`config.mk`:
```
export PLATFORM = sky130hd
export DESIGN_NAME = pic_exec_core
export DESIGN_NICKNAME = d
export VERILOG_FILES = /design/src/rtl/pic_exec_core.sv
export SDC_FILE = /design/constraint.sdc
export NUM_CORES = 1
export LEC_CHECK = 0
export BUFFER_PORTS_ARGS = -buffer_cell sky130_fd_sc_hd__buf_2
export CAP_MARGIN = 5
export CELL_PAD_IN_SITES_DETAIL_PLACEMENT = 0
export CELL_PAD_IN_SITES_GLOBAL_PLACEMENT = 1
export CORE_MARGIN = 2
export CORE_UTILIZATION = 36
export CTS_CLUSTER_DIAMETER = 80
export DETAILED_ROUTE_END_ITERATION = 16
export GPL_TIMING_DRIVEN = 0
export PLACE_DENSITY_LB_ADDON = 0.15
export SLEW_MARGIN = 0
export SYNTH_ARGS = -nofsm -noshare
export SYNTH_HDL_FRONTEND = slang
export SYNTH_SLANG_ARGS = --single-unit
```
`constraint.sdc`:
```
create_clock -name clk -period 4.85 [get_ports clk]
set_input_delay 0.485 -clock clk [delete_from_list [all_inputs] [get_ports clk]]
set_output_delay 0.485 -clock clk [all_outputs]
set_load 0.02 [all_outputs]
```
`src/rtl/pic_exec_core.sv`:
```
// rtl/pic_exec_core.sv - PIC-style execute stage: decode, operand-B mux, 8-bit ALU, STATUS flags (optional STATUS_DC_EN digit carry)
module pic_exec_core #(
    parameter int WIDTH = 8
) (
    input  logic             clk,
    input  logic             reset,
    input  logic [7:0]       inst_reg,
    input  logic [WIDTH-1:0] k,
    input  logic [WIDTH-1:0] f,
    input  logic [WIDTH-1:0] w,
    output logic [WIDTH-1:0] b,
    output logic [WIDTH-1:0] ans,
    output logic             d,
    output logic [3:0]       inst,
    output logic [2:0]       bit_number,
    output logic             switch_a_m,
    output logic             carry,
    output logic             zero
`ifdef STATUS_DC_EN
    ,
    output logic             dc
`endif
);

    typedef enum logic [3:0] {
        OP_PASSB = 4'd0,
        OP_ADD   = 4'd1,
        OP_SUB   = 4'd2,
        OP_AND   = 4'd3,
        OP_IOR   = 4'd4,
        OP_XOR   = 4'd5,
        OP_COM   = 4'd6,
        OP_INC   = 4'd7,
        OP_DEC   = 4'd8,
        OP_RLF   = 4'd9,
        OP_RRF   = 4'd10,
        OP_SWAP  = 4'd11,
        OP_BCF   = 4'd12,
        OP_BSF   = 4'd13,
        OP_CLR   = 4'd14,
        OP_PASSA = 4'd15
    } alu_op_t;

    logic [1:0]       cls;
    logic [3:0]       op4;
    logic [1:0]       bitop;
    logic             dbit;
    logic             unused_inst_lsb;
    alu_op_t          op;
    logic             d_dec;
    logic [WIDTH:0]   res9;
    logic [WIDTH-1:0] alu_res;
    logic [WIDTH-1:0] mask;
    logic             c_en;
    logic             c_next;
    logic             z_en;

    assign cls             = inst_reg[7:6];
    assign op4             = inst_reg[5:2];
    assign dbit            = inst_reg[1];
    assign bitop           = inst_reg[5:4];
    assign bit_number      = inst_reg[3:1];
    assign unused_inst_lsb = inst_reg[0];

    always_comb begin
        op         = OP_PASSA;
        d_dec      = 1'b0;
        switch_a_m = 1'b0;
        case (cls)
            2'b00: begin
                d_dec = dbit;
                case (op4)
                    4'b0000: op = OP_PASSA;
                    4'b0001: op = OP_CLR;
                    4'b0010: op = OP_SUB;
                    4'b0011: op = OP_DEC;
                    4'b0100: op = OP_IOR;
                    4'b0101: op = OP_AND;
                    4'b0110: op = OP_XOR;
                    4'b0111: op = OP_ADD;
                    4'b1000: op = OP_PASSB;
                    4'b1001: op = OP_COM;
                    4'b1010: op = OP_INC;
                    4'b1011: op = OP_DEC;
                    4'b1100: op = OP_RRF;
                    4'b1101: op = OP_RLF;
                    4'b1110: op = OP_SWAP;
                    default: op = OP_INC;
                endcase
            end
            2'b01: begin
                d_dec = 1'b1;
                case (bitop)
                    2'b00:   op = OP_BCF;
                    2'b01:   op = OP_BSF;
                    default: op = OP_PASSB;
                endcase
            end
            2'b10: op = OP_PASSA;
            default: begin
                switch_a_m = 1'b1;
                casez (op4)
                    4'b1000: op = OP_IOR;
                    4'b1001: op = OP_AND;
                    4'b1010: op = OP_XOR;
                    4'b110?: op = OP_SUB;
                    4'b111?: op = OP_ADD;
                    default: op = OP_PASSB;
                endcase
            end
        endcase
    end

    assign inst = op;
    assign b    = switch_a_m ? k : f;
    assign mask = WIDTH'(1) << bit_number;

    always_comb begin
        res9   = '0;
        c_en   = 1'b0;
        c_next = carry;
        z_en   = 1'b0;
        case (op)
            OP_PASSB: begin res9 = {1'b0, b};              z_en = (cls == 2'b00); end
            OP_ADD:   begin res9 = {1'b0, w} + {1'b0, b};  z_en = 1'b1; c_en = 1'b1; c_next = res9[WIDTH]; end
            // A borrow out of the 9-bit subtract means b < a, so C is its inverse.
            OP_SUB:   begin res9 = {1'b0, b} - {1'b0, w};  z_en = 1'b1; c_en = 1'b1; c_next = ~res9[WIDTH]; end
            OP_AND:   begin res9 = {1'b0, w & b};          z_en = 1'b1; end
            OP_IOR:   begin res9 = {1'b0, w | b};          z_en = 1'b1; end
            OP_XOR:   begin res9 = {1'b0, w ^ b};          z_en = 1'b1; end
            OP_COM:   begin res9 = {1'b0, ~b};             z_en = 1'b1; end
            OP_INC:   begin res9 = {1'b0, b} + 1'b1;       z_en = 1'b1; end
            OP_DEC:   begin res9 = {1'b0, b} - 1'b1;       z_en = 1'b1; end
            OP_RLF:   begin res9 = {1'b0, b[WIDTH-2:0], carry}; c_en = 1'b1; c_next = b[WIDTH-1]; end
            OP_RRF:   begin res9 = {1'b0, carry, b[WIDTH-1:1]}; c_en = 1'b1; c_next = b[0]; end
            OP_SWAP:  res9 = {1'b0, b[3:0], b[7:4]};
            OP_BCF:   res9 = {1'b0, b & ~mask};
            OP_BSF:   res9 = {1'b0, b | mask};
            OP_CLR:   begin res9 = '0;                     z_en = 1'b1; end
            default:  res9 = {1'b0, w};
        endcase
    end

    assign alu_res = res9[WIDTH-1:0];
    assign ans     = reset ? '0 : alu_res;
    assign d       = reset ? 1'b0 : d_dec;

    always_ff @(posedge clk) begin
        if (reset) begin
            carry <= 1'b0;
            zero  <= 1'b0;
        end else begin
            if (c_en) carry <= c_next;
            if (z_en) zero  <= (alu_res == '0);
        end
    end

`ifdef STATUS_DC_EN
    logic [4:0] nib_sum;
    assign nib_sum = {1'b0, w[3:0]} + {1'b0, b[3:0]};

    always_ff @(posedge clk) begin
        if (reset)
            dc <= 1'b0;
        else if (op == OP_ADD)
            dc <= nib_sum[4];
        else if (op == OP_SUB)
            dc <= (b[3:0] >= w[3:0]);
    end
`endif

endmodule

```
---- Word-level counts from Yosys, hierarchy flattened ----
Memories as Yosys holds them, arrays and structs flattened.
Index checks and enable logic that the tools add are counted.
storage, ports and cells
  bits in registers ....................... 2
  memories kept ........................... 1
  bits of input ports ..................... 34
  ROM bits ................................ 64
  word-level logic and storage cells ...... 59
  output and inout port bits .............. 27
cells by class
  shift operators ......................... 1
  reduce and logical (&&, ||, !) cells .... 9
  bitwise gates (word level) .............. 8
  mux-type cells .......................... 12
  add/sub/neg operators ................... 4
  eq/ne operators ......................... 22
memory list
  name             depth  width  rd ports  clocked after memory_dff  write ports  line  text
  (no name shown)  16     4      1         0                         0            72    case (op4)
operators by type and width
  kind                                                                    number
  8-bit one-hot mux with 15 select lines                                  1
  4-bit equality test (second input constant)                             10
  8-bit AND                                                               2
  4-bit by 3-bit equality test with 1-bit output (second input constant)  4
  8-bit 2-to-1 mux                                                        2
  8-bit inverter                                                          2
  8-bit OR                                                                2
  3-bit one-hot mux with 5 select lines                                   1
  4-bit one-hot mux with 3 select lines                                   1
  8-bit by 8-bit adder with 9-bit output                                  1
  9-bit OR reduction                                                      1
  8-bit by 8-bit subtractor with 9-bit output                             1
  8-bit by 1-bit adder with 8-bit output (second input constant)          1
  4-bit by 2-bit equality test with 1-bit output (second input constant)  2
  8-bit logical NOT                                                       1
  4-bit one-hot mux with 2 select lines                                   1
  1-bit by 3-bit left shift with 8-bit output (first input constant)      1
  8-bit by 1-bit subtractor with 8-bit output (second input constant)     1
  8-bit XOR                                                               1
  3-bit equality test (second input constant)                             2
  2-bit by 1-bit equality test with 1-bit output (second input constant)  2
  4-bit by 1-bit equality test with 1-bit output (second input constant)  1
  2-bit logical NOT                                                       2
  4-bit logical NOT                                                       1
  other kinds (9)                                                         12

---- Longest topological paths before layout ----
  depth after elaboration ................. 7
  depth in mapped cells ................... 22
  depth with buffers taken out ............ 19

---- Worst setup path after synthesis ----
OpenSTA, ideal clock, no wires.
  kind .................................... input to output
  start ................................... input port inst_reg[2]
  end ..................................... output port ans[4]
  data required time ...................... 4365 ps
  path slack .............................. -212 ps
  data arrival time ....................... 4577 ps
  buffers on the path ..................... 3
  stages .................................. 19
  cell sequence ........................... buf_2 > inv_1 > ha_1 > nand2b_1 > a21oi_1 > nor3_4 > inv_2 > buf_6 > buf_2 > nor3_1 > ha_1 > a21o_1 > a21oi_1 > xnor2_1 > mux2_1 > o21ai_0 > nor2_1 > nor4b_1 > nor3_1
between the ends
  word-level cells in the longest chain between the ends .. 6
  elaborated cells on any way between the ends .. 27
  those cells by class .................... eq/ne (17); shift (1); mux (4); bitwise (3); reduce/logical (1); memory (1)
ends and longest elaborated chain
  item                                                                       line  text
  start: declaration                                                         7     input logic [7:0] inst_reg,
  parallel branches: the longest is 2 deep, another holds memory 16 x 4 bit  n/a
  4-bit one-hot mux with 3 select lines *                                    69    case (cls)
  via inst[1]                                                                14    output logic [3:0] inst,
  4-bit equality test (tied with other cells)                                123   case (op)
  8-bit one-hot mux with 15 select lines *                                   123
  8-bit 2-to-1 mux *                                                         145   assign ans = reset ? '0 : alu_res;
  end: declaration                                                           12    output logic [WIDTH-1:0] ans,
Mark *: on every way through the listed nets, which the timed path passes.

---- Worst setup path after layout ----
  start ................................... input port inst_reg[2]
  end ..................................... output port ans[5]
between the ends
  word-level cells in the longest chain between the ends .. 6
  elaborated cells on any way between the ends .. 27
  those cells by class .................... eq/ne (17); shift (1); mux (4); bitwise (3); reduce/logical (1); memory (1)
ends and longest elaborated chain
  item                                                                       line
  parallel branches: the longest is 4 deep, another holds memory 16 x 4 bit  n/a
  8-bit one-hot mux with 15 select lines *                                   123
  8-bit 2-to-1 mux *                                                         145
Mark *: on every way between the ends.

==> reports/results.md <==
| Quantity | Value | Unit |
|:---|:---|:---|
| Share of the clock period used by the worst path after layout | 97.0 | % |
| Finish-stage setup viols | 0 | - |
| Critical path endpoint category | output pin | - |
| Row count | 33 | - |
| Congestion Overflow GR | 0 | - |
| Fraction of layout instances using a drive strength above 1 | 30.8 | % |
| ANT cells | 0 | - |
| Worst vdd rail ir drop | 0.0775 | mV |
| Clock buffer count from CTS | 3 | - |
| Horizontal die dimension | 94.9 | microns |
| Routed wire length | 14.8 | mm |
| Proportion of register bits with asynchronous set or reset after synthesis | 0 | % |
| Clock slew at the register clock pins of the worst setup and hold paths | 0.03 | ns |
| Required time of the worst setup path | 4.37 | ns |
| Netlist area before placement | 0.00297 | sq mm |
| Largest net degree at the start of global routing | 18 | - |
| Setup Crit Path Kind | in2out | - |
| Cell type with the highest aggregate area in the netlist | sky130_fd_sc_hd__ha_1 | - |
| Register area share after synthesis | 1.35 | % |
| Leak Pwr | 1.66 | nW |
| Post-layout minimum cycle time | 4.70 | ns |
| Number of hold-slack violations in the final timing report | 0 | - |
| Top cells by area, synth | sky130_fd_sc_hd__ha_1, sky130_fd_sc_hd__o21ai_0, sky130_fd_sc_hd__a21oi_1 | - |
| Post-route ant nets | 0 | - |
| Outcome | finished clean | - |
| Mean post-synth cell area | 6.67 | sq um |
| Final GP Congestion | 0.983 | - |
| Pins over their slew limit | 0 | - |
| Depth of the worst register-to-register path | 7 | - |
| Highest routing layer actually used | met4 | - |
| Final worst slack | 0.146 | ns |
| Number of buffers inserted for hold repair after clock tree synthesis | 0 | - |
| Slew HR | 42.3 | % |
| Clk buf depth | 2 | - |
| Die Area | 0.00900 | sq mm |
| Number of global-route vias before repair | 3766 | - |
| Arrival time worst endpoint | 4.22 | ns |
| Core footprint | 0.00809 | sq mm |
| Origin of the critical flop-to-flop path | carry$_SDFFE_PP0P_ | - |
| CTS sink cnt | 2 | - |
| Post-synth EDFFs | 0 | - |
| Origin of the worst setup path | inst_reg[2] | - |
| Sum of routed wire segments on met1 | 6.10 | mm |
| Post-detailed-route DRC marker count | 0 | - |
| Worst-case register-to-register setup slack | 2.91 | ns |
| H-tree lvl count | 1 | - |
| Hold Startpoint | zero$_SDFFE_PP0P_ | - |
| Num ports | 61 | - |
| Average vias per placed instance | 6.45 | - |
| Setup repair after global routing missed its margin | yes | - |
| Average detailed-routed wire length per instance | 23.2 | microns |
| Power density over the cells | 184 | mW/mm^2 |
| Most instantiated flip-flop cell in the synthesis netlist | sky130_fd_sc_hd__dfxtp_1 | - |
| Worst hold path endpoint | zero$_SDFFE_PP0P_ | - |
| DR pass1 iterations | 5 | - |
| Final Net Count | 604 | - |
| Library cells used by synthesis | 70 | - |
| Clock latency reported for the late side of the worst-skew pair | 0.22 | ns |
| Flip-flop and latch count after synthesis | 2 | - |
| DP Worst Slack | -1.41 | ns |
| Hold path depth | 3 | - |
| Crit path max fanout | 6 | - |
| Overall via count from detail_route | 4127 | - |
| Wire length on met3 | 1.37 | mm |
| Clk root buf | sky130_fd_sc_hd__clkbuf_8 | - |
| Synthesized netlist net count | 513 | - |
| Max Clock Freq | 213 | MHz |
| Fin Clk Skew | 0.00562 | ns |
| Element type at the critical path start | primary input | - |
| Port buffer count | 59 | - |
| Count of mapped cells out of synthesis | 446 | - |
| Hold Path Class | reg2reg | - |
| Yosys warning total | 0 | - |
| Met2 wirelength from detailed routing | 6.73 | mm |
| Worst flop-to-flop path endpoint | zero$_SDFFE_PP0P_ | - |
| Die H | 94.9 | microns |
| Yosys top cell area share | 12.6 | % |
| Initial detailed-routing violation count | 460 | - |
| Max Cap Viol | 0 | - |
| Slew at the pin closest to its max-slew limit | 0.866 | ns |
| CTS tree | done | - |
| Initial antenna violation count | 0 | - |
| Syn-to-layout area delta | 33.2 | % |
| First-pass GRT wire length | 22.2 | mm |
| Starting utilization of the core area | 36.7 | % |
| TNS Setup | 0 | ns |
| Placed wire-length estimate | 11.1 | mm |
| All-layer global routing usage | 32.6 | % |
[worst max-delay path, cell delays in order]
cell	delay, ns
sky130_fd_sc_hd__buf_4	0.12
sky130_fd_sc_hd__buf_6	0.12
sky130_fd_sc_hd__clkinvlp_4	0.18
sky130_fd_sc_hd__buf_6	0.17
sky130_fd_sc_hd__ha_1	0.18
sky130_fd_sc_hd__nand2b_1	0.15
sky130_fd_sc_hd__a21boi_2	0.22
sky130_fd_sc_hd__a2bb2oi_4	0.21
sky130_fd_sc_hd__nor2_4	0.06
sky130_fd_sc_hd__inv_4	0.11
sky130_fd_sc_hd__nor3_4	0.05
sky130_fd_sc_hd__buf_6	0.12
sky130_fd_sc_hd__buf_4	0.14
sky130_fd_sc_hd__ha_1	0.26
sky130_fd_sc_hd__nand2_1	0.06
sky130_fd_sc_hd__o21ai_2	0.21
sky130_fd_sc_hd__a31oi_4	0.15
sky130_fd_sc_hd__xnor2_1	0.30
sky130_fd_sc_hd__o2bb2ai_1	0.17
sky130_fd_sc_hd__nand2_1	0.09
sky130_fd_sc_hd__a31oi_1	0.32
sky130_fd_sc_hd__nor2b_1	0.16
sky130_fd_sc_hd__buf_2	0.17
[through the flow]
stage	utilization [%]	area (sq um)	power, W	hold WS (ns)	cells
CTS	45.5	3680	0.000670	0.621	623
global route	48.9	3960	0.000772	0.661	640
global placement	42.1	3400	0.000571	0.604	610
finish	48.9	3960	0.000730	0.618	640
floorplan	-	2980	0.000387	0.692	446
detailed placement	42.1	3400	0.000563	0.615	610
[worst max-delay path by stage]
stage | end | slack, ns
2_1_floorplan | ans[4] | 0.05
3_3_place_gp | zero$_SDFFE_PP0P_ | -1.56
3_5_place_dp | zero$_SDFFE_PP0P_ | -1.41
4_1_cts | ans[6] | 0.01
5_1_grt | ans[5] | -0.06
6_report | ans[5] | 0.15
[cells in the mapped netlist (all sizes together) (6+ instances only)]
cell,n
a21o,6
a21oi,28
a31oi,14
a32oi,6
buf,21
clkbuf,14
ha,30
inv,29
mux2i,14
nand2,30
nand2b,13
nand3,16
nand4,12
nor2,33
nor3,26
nor4,6
o211ai,6
o21ai,40
o22ai,6
xnor2,7
[placed cells by master, fill, tap and decap left out, types with 7 or more instances in the layout]
cell	Yosys	routed
sky130_fd_sc_hd__ha_1	30	25
sky130_fd_sc_hd__inv_1	24	19
sky130_fd_sc_hd__nand2b_1	13	13
sky130_fd_sc_hd__a21oi_1	28	25
sky130_fd_sc_hd__nor2_1	32	31
sky130_fd_sc_hd__mux2i_1	13	11
sky130_fd_sc_hd__o21ai_0	38	30
sky130_fd_sc_hd__buf_4	4	35
sky130_fd_sc_hd__buf_2	11	63
sky130_fd_sc_hd__nand2_1	30	29
sky130_fd_sc_hd__buf_6	3	7
sky130_fd_sc_hd__nand3_1	15	15
sky130_fd_sc_hd__clkbuf_1	14	10
sky130_fd_sc_hd__nand4_1	12	12
sky130_fd_sc_hd__a31oi_1	14	12
sky130_fd_sc_hd__nor3_1	25	24
[cell families after synthesis]
group                    synth area share, %
AO/OA/AOI/OAI                           40.3
XOR/XNOR                                2.65
adder cells (fa/ha/maj)                 14.6
buffers and inverters                   9.81
flip-flops                              1.35
multiplexers                            5.60
AND/OR/NAND/NOR                         25.6
[sequential cells by signal, summed over array words and instances, names as in the netlist]
register	flops
carry	1
zero	1
[where the power goes]
group          switching, W  internal (W)  total [W]
Sequential       0.00000134     0.0000178  0.0000191
Combinational      0.000407      0.000235   0.000642
Clock             0.0000153     0.0000527  0.0000680
[cell type report]
| class | count | area, sq um |
|---|---|---|
| Tap cell | 105 | 131 |
| Clock buffer | 3 | 41.3 |
| Sequential cell | 2 | 40.0 |
| Fill cell | 867 | 4130 |
| Timing Repair Buffer | 91 | 554 |
| Multi-Input combinational cell | 380 | 2870 |
| Inverter | 29 | 133 |
| Timing Repair inverter | 1 | 5.00 |
| Buffer | 29 | 185 |
[per-layer routing]
layer,global-route usage [%],vias to the layer above
li1,-,1891
met4,15.1,0
met1,43.8,1944
met3,5.59,49
met5,0,-
met2,50.4,243
[timing repair]
item,4_1_cts,5_1_grt
hold endpoints to repair,0,0
setup buffers,13,19
pin swaps,8,16
gates cloned,0,1
setup endpoints to repair,8,6
gates resized for setup,40,41
(Power assumes the default switching activity.)
